--- src/rtl/vect_unit_pipe.sv ---
// Pipelined LANES x LW-bit SIMD ALU with optional unsigned saturation and per-lane carry flags.
// Two register stages (accept in cycle N -> out_valid in N+2); valid/ready backpressure holds both stages.
module vect_unit_pipe #(
    parameter int LANES = 4,
    parameter int LW    = 8
) (
    input  logic                  clk,
    input  logic                  rst,
    input  logic                  in_valid,
    output logic                  in_ready,
    input  logic [LANES*LW-1:0]   operA,
    input  logic [LANES*LW-1:0]   operB,
    input  logic [3:0]            CtrlFunc,
    input  logic                  sat_en,
    output logic                  out_valid,
    input  logic                  out_ready,
    output logic [LANES*LW-1:0]   result,
    output logic [LANES-1:0]      lane_carry,
    output logic [1:0]            flags
);
    localparam int W = LANES * LW;

    typedef enum logic [3:0] {
        OP_ADD = 4'd0,
        OP_SUB = 4'd1,
        OP_AND = 4'd2,
        OP_OR  = 4'd3,
        OP_XOR = 4'd4,
        OP_NOT = 4'd5,
        OP_SHL = 4'd6,
        OP_SHR = 4'd7,
        OP_MIN = 4'd8,
        OP_MAX = 4'd9
    } op_e;

    logic           s1_valid;
    logic [W-1:0]   s1_a;
    logic [W-1:0]   s1_b;
    logic [3:0]     s1_func;
    logic           s1_sat;
    logic           s2_valid;
    logic           s1_ready;
    logic           s2_ready;

    logic [W-1:0]     nxt_res;
    logic [LANES-1:0] nxt_lc;
    logic [LW-1:0]    lane_a;
    logic [LW-1:0]    lane_b;
    logic [LW:0]      lane_sum;
    logic [LW:0]      lane_dif;
    logic [LW-1:0]    lane_r;
    logic             lane_c;

    assign s2_ready  = !s2_valid || out_ready;
    assign s1_ready  = !s1_valid || s2_ready;
    assign in_ready  = s1_ready && !rst;
    assign out_valid = s2_valid;

    always_ff @(posedge clk) begin
        if (rst) begin
            s1_valid <= 1'b0;
            s1_a     <= '0;
            s1_b     <= '0;
            s1_func  <= '0;
            s1_sat   <= 1'b0;
        end else if (s1_ready) begin
            s1_valid <= in_valid;
            if (in_valid) begin
                s1_a    <= operA;
                s1_b    <= operB;
                s1_func <= CtrlFunc;
                s1_sat  <= sat_en;
            end
        end
    end

    // Lane results are computed from the S1 registers and captured into S2.
    always_comb begin
        nxt_res  = '0;
        nxt_lc   = '0;
        lane_a   = '0;
        lane_b   = '0;
        lane_sum = '0;
        lane_dif = '0;
        lane_r   = '0;
        lane_c   = 1'b0;
        for (int i = 0; i < LANES; i++) begin
            lane_a   = s1_a[i*LW +: LW];
            lane_b   = s1_b[i*LW +: LW];
            lane_sum = {1'b0, lane_a} + {1'b0, lane_b};
            lane_dif = {1'b0, lane_a} - {1'b0, lane_b};
            lane_r   = lane_a;
            lane_c   = 1'b0;
            case (s1_func)
                OP_ADD: begin
                    lane_c = lane_sum[LW];
                    lane_r = (s1_sat && lane_c) ? {LW{1'b1}} : lane_sum[LW-1:0];
                end
                OP_SUB: begin
                    lane_c = lane_dif[LW];
                    lane_r = (s1_sat && lane_c) ? {LW{1'b0}} : lane_dif[LW-1:0];
                end
                OP_AND: lane_r = lane_a & lane_b;
                OP_OR:  lane_r = lane_a | lane_b;
                OP_XOR: lane_r = lane_a ^ lane_b;
                OP_NOT: lane_r = ~lane_a;
                OP_SHL: begin
                    lane_r = {lane_a[LW-2:0], 1'b0};
                    lane_c = lane_a[LW-1];
                end
                OP_SHR: begin
                    lane_r = {1'b0, lane_a[LW-1:1]};
                    lane_c = lane_a[0];
                end
                OP_MIN: lane_r = (lane_a < lane_b) ? lane_a : lane_b;
                OP_MAX: lane_r = (lane_a > lane_b) ? lane_a : lane_b;
                default: lane_r = lane_a;
            endcase
            nxt_res[i*LW +: LW] = lane_r;
            nxt_lc[i]           = lane_c;
        end
    end

    always_ff @(posedge clk) begin
        if (rst) begin
            s2_valid   <= 1'b0;
            result     <= '0;
            lane_carry <= '0;
            flags      <= '0;
        end else if (s2_ready) begin
            s2_valid <= s1_valid;
            if (s1_valid) begin
                result     <= nxt_res;
                lane_carry <= nxt_lc;
                flags      <= {(nxt_res == '0), |nxt_lc};
            end
        end
    end

endmodule
--- config.mk ---
export PLATFORM = sky130hd
export DESIGN_NAME = vect_unit_pipe
export DESIGN_NICKNAME = d
export VERILOG_FILES = /design/src/rtl/vect_unit_pipe.sv
export SDC_FILE = /design/constraint.sdc
export NUM_CORES = 1
export LEC_CHECK = 0
export ABC_AREA = 1
export CORE_MARGIN = 4
export CORE_UTILIZATION = 64
export DETAILED_ROUTE_END_ITERATION = 8
export GPL_TIMING_DRIVEN = 0
export PLACE_DENSITY_LB_ADDON = 0.2
export SLEW_MARGIN = 20
export SYNTH_ARGS = -nofsm -noshare
export SYNTH_HDL_FRONTEND = slang
export SYNTH_SLANG_ARGS = --single-unit
--- constraint.sdc ---
create_clock -name clk -period 4 [get_ports clk]
set_input_delay 0.8 -clock clk [delete_from_list [all_inputs] [get_ports clk]]
set_output_delay 0.8 -clock clk [all_outputs]
set_load 0.02 [all_outputs]
==> impl_metrics.env <==
export IMPL_hold_violations=0
export IMPL_tightest_slew_ns=1.13
export IMPL_final_layout_size_suffix_gt1_frac=0.0457
export IMPL_clock_path_buffers=2
export IMPL_htree_levels=3
export IMPL_hp_class="reg -> reg"
export IMPL_synth_area_per_cell_um2=5.94
export IMPL_cp_required_ns=3.20
export IMPL_cts_root_buf="clkbuf_16"
export IMPL_yosysMostFrequentCell="nand2_1"
export IMPL_fin_crit_sh=0.989
export IMPL_postCtsSetupRepairBufs=0
export IMPL_num_rows=47
export IMPL_met2_usage=0.674
export IMPL_cts_tree="yes"
export IMPL_dp_hpwl_um=33400
export IMPL_clk_latency_ns=0.38
export IMPL_ys_seq_elements=109
export IMPL_drcViolationCount=0
export IMPL_die_width_um=139
export IMPL_synth_top_cells_by_area="dfxtp_1, nand2_1, ha_1"
export IMPL_fmax_ghz=0.253
export IMPL_dieArea_um2=19300
export IMPL_drv_cap=0
export IMPL_status="finished clean"
export IMPL_grt_ovfl_total=0
export IMPL_vdd_drop_max_v=0.000244
export IMPL_grt_use_total=0.454
export IMPL_numPortBuffers=112
export IMPL_start_kind="input port"
export IMPL_clk_pin_slew_ns=0.08
export IMPL_place_ws_ns=-0.0544
export IMPL_core_um2=16700
export IMPL_ys_seq_area_frac=0.199
export IMPL_grt_pass1_wl_um=69600
export IMPL_cellPowerDensity_nw_per_um2=326
export IMPL_slew_viol_final=0
export IMPL_globalRouteMet1Util=0.560
export IMPL_routed_wl_um=46200
export IMPL_antenna_found_initial=4
export IMPL_top_usage_layer="met2"
export IMPL_setup_viol=0
export IMPL_gp_congestion=1.04
export IMPL_grt_max_degree=18
export IMPL_seqPwrFrac=0.305
export IMPL_static_leakage_power_nw=5.95
export IMPL_critPathArrivalTime_ns=3.16
export IMPL_synth_edf_count=0
export IMPL_cts_sinks=109
export IMPL_synth_ff_type="dfxtp_1"
export IMPL_diodes=0
export IMPL_rsz0062_at_grt="no"
export IMPL_finClkSkew_ns=0.0113
export IMPL_synth_common_cells="nand2_1, nor2_1, inv_1"
export IMPL_synth_area_leader_cell="dfxtp_1"
export IMPL_cts_inserted_buffers=9
export IMPL_io_pins=113
export IMPL_vias=14118
export IMPL_area_growth_syn_to_layout_pct=15.2
export IMPL_yosysUniqueCellTypes=40
export IMPL_syn_num_nets=2024
export IMPL_ant_nets=0
export IMPL_finalNetCount=2146
export IMPL_syn_cell_area_um2=11000
export IMPL_synth_top_area_frac=0.199
export IMPL_avgRoutedWirePerCell_um=21.1
export IMPL_swShare=0.447
export IMPL_clockPowerShare=0.231
export IMPL_viasPerCell=6.44
export IMPL_initial_core_util=0.657
export IMPL_cp_max_fo=17
export IMPL_share_comb_of_total_power=0.464
export IMPL_power_total_mw=4.12
export IMPL_drtIter0Drc=2444
export IMPL_syn_inst=1847
export IMPL_min_period_ns=3.96
export IMPL_critPathCaptureType="primary output"
export IMPL_fp_dieH_um=139
export IMPL_ys_warn_count=0
export IMPL_firstDrtPassIters=7
export IMPL_slew_headroom=0.244
export IMPL_p_sw_mw=1.84
export IMPL_synthArstFlopShare=0
export IMPL_grt_use_met3=0.149
export IMPL_critical_path_class="in -> out"
export IMPL_fin_ws_ns=0.0420
export IMPL_grt_pass1_vias=12926
export IMPL_intPower_mw=2.28
registers in the layout, summed over array words and instances, names as in the netlist:
| signal | count |
|---|---|
| s1_valid | 1 |
| out_valid | 1 |
| flags | 2 |
| s1_b | 32 |
| s1_sat | 1 |
| result | 32 |
| s1_func | 4 |
| lane_carry | 4 |
| s1_a | 32 |
through the flow:
| step | TNS, ns | hold slack (ns) | util | area, um^2 | std cells |
|---|---|---|---|---|---|
| 2_1_floorplan | 0 | 0.471 | - | 11000 | 1847 |
| 3_3_place_gp | -0.0415 | 0.492 | 0.741 | 12400 | 2179 |
| 3_5_place_dp | -0.0544 | 0.498 | 0.741 | 12400 | 2179 |
| 4_1_cts | 0 | 0.532 | 0.757 | 12600 | 2191 |
| 5_1_grt | 0 | 0.558 | 0.757 | 12600 | 2191 |
| 6_report | 0 | 0.546 | 0.757 | 12600 | 2191 |
logic make-up after synthesis:
| family | count (synthesis) | share of synthesized area |
|---|---|---|
| simple gates | 983 | 0.381 |
| compound gates | 356 | 0.177 |
| buf+inv | 278 | 0.106 |
| flops | 109 | 0.199 |
| fa+ha+maj | 104 | 0.124 |
| xor+xnor | 17 | 0.0136 |
placed cells by master, fill, tap and decap left out, types with 5 or more instances in the layout:
cell             Yosys  layout
or2_2                7       7
o22ai_1             14      14
nand2_1            511     511
clkbuf_16            0       9
inv_1              183     183
a21oi_1            139     139
nand3b_1             6       6
buf_4               13      13
a21oi_2              5       5
nand4_1             43      43
o21bai_1            12      12
xor2_1              15      15
buf_2               18      18
o21ai_0            155     155
nand3_1            179     179
nand2_2              5       5
o211ai_1            21      21
clkdlybuf4s50_1      0     112
nor3_1              11      11
ha_1                96      96
dfxtp_1            109     109
buf_6                7       7
inv_2                6       6
nor2_1             206     206
clkbuf_1            48      47
fa_1                 8       8
power groups by stage:
| stage | Clock (mW) | Combinational [mW] | Sequential [mW] |
|---|---|---|---|
| after floorplan | 0 | 1.21 | 1.29 |
| after global placement | 0 | 1.78 | 1.27 |
| after detailed placement | 0 | 1.81 | 1.27 |
| after CTS | 0.939 | 1.82 | 1.25 |
| after global routing | 0.975 | 2.05 | 1.26 |
| final | 0.953 | 1.91 | 1.26 |
final cells by class:
| class | instances | area, um^2 |
|---|---|---|
| Tap cell | 220 | 275 |
| Clock buffer | 9 | 225 |
| Inverter | 190 | 713 |
| Clock inverter | 4 | 51.3 |
| Fill cell | 1452 | 4060 |
| Buffer | 87 | 452 |
| Multi-Input combinational cell | 1460 | 7620 |
| Timing Repair Buffer | 112 | 1120 |
| Sequential cell | 109 | 2180 |
per-layer routing:
metal,vias to the layer above,share of wire
met4,4,0.083
met3,372,0.16
met2,1226,0.41
met5,-,0.00071
met1,6234,0.34
li1,6282,-
critical path, stage by stage:
cell             delay, ns
clkdlybuf4s50_1       0.55
inv_1                 0.51
clkbuf_1              0.46
nand2_1               0.15
inv_1                 0.08
clkdlybuf4s50_1       0.60
worst paths after layout:
path	startpoint	endpoint	slack, ns	cells after the start
hold / removal	lane_carry[3]$_SDFFE_PP0P_	lane_carry[3]$_SDFFE_PP0P_	0.55	2
hold reg to reg	lane_carry[3]$_SDFFE_PP0P_	lane_carry[3]$_SDFFE_PP0P_	0.55	2
setup / recovery	rst	in_ready	0.04	6
setup reg to reg	s1_a[11]$_SDFFE_PP0P_	flags[1]$_SDFFE_PP0P_	0.52	19
what timing repair did:
action	in CTS	in global routing
gates resized for setup	0	0
setup endpoints to repair	1	0
hold buffers	0	0
Note: power is estimated with default switching activity, not from simulation.
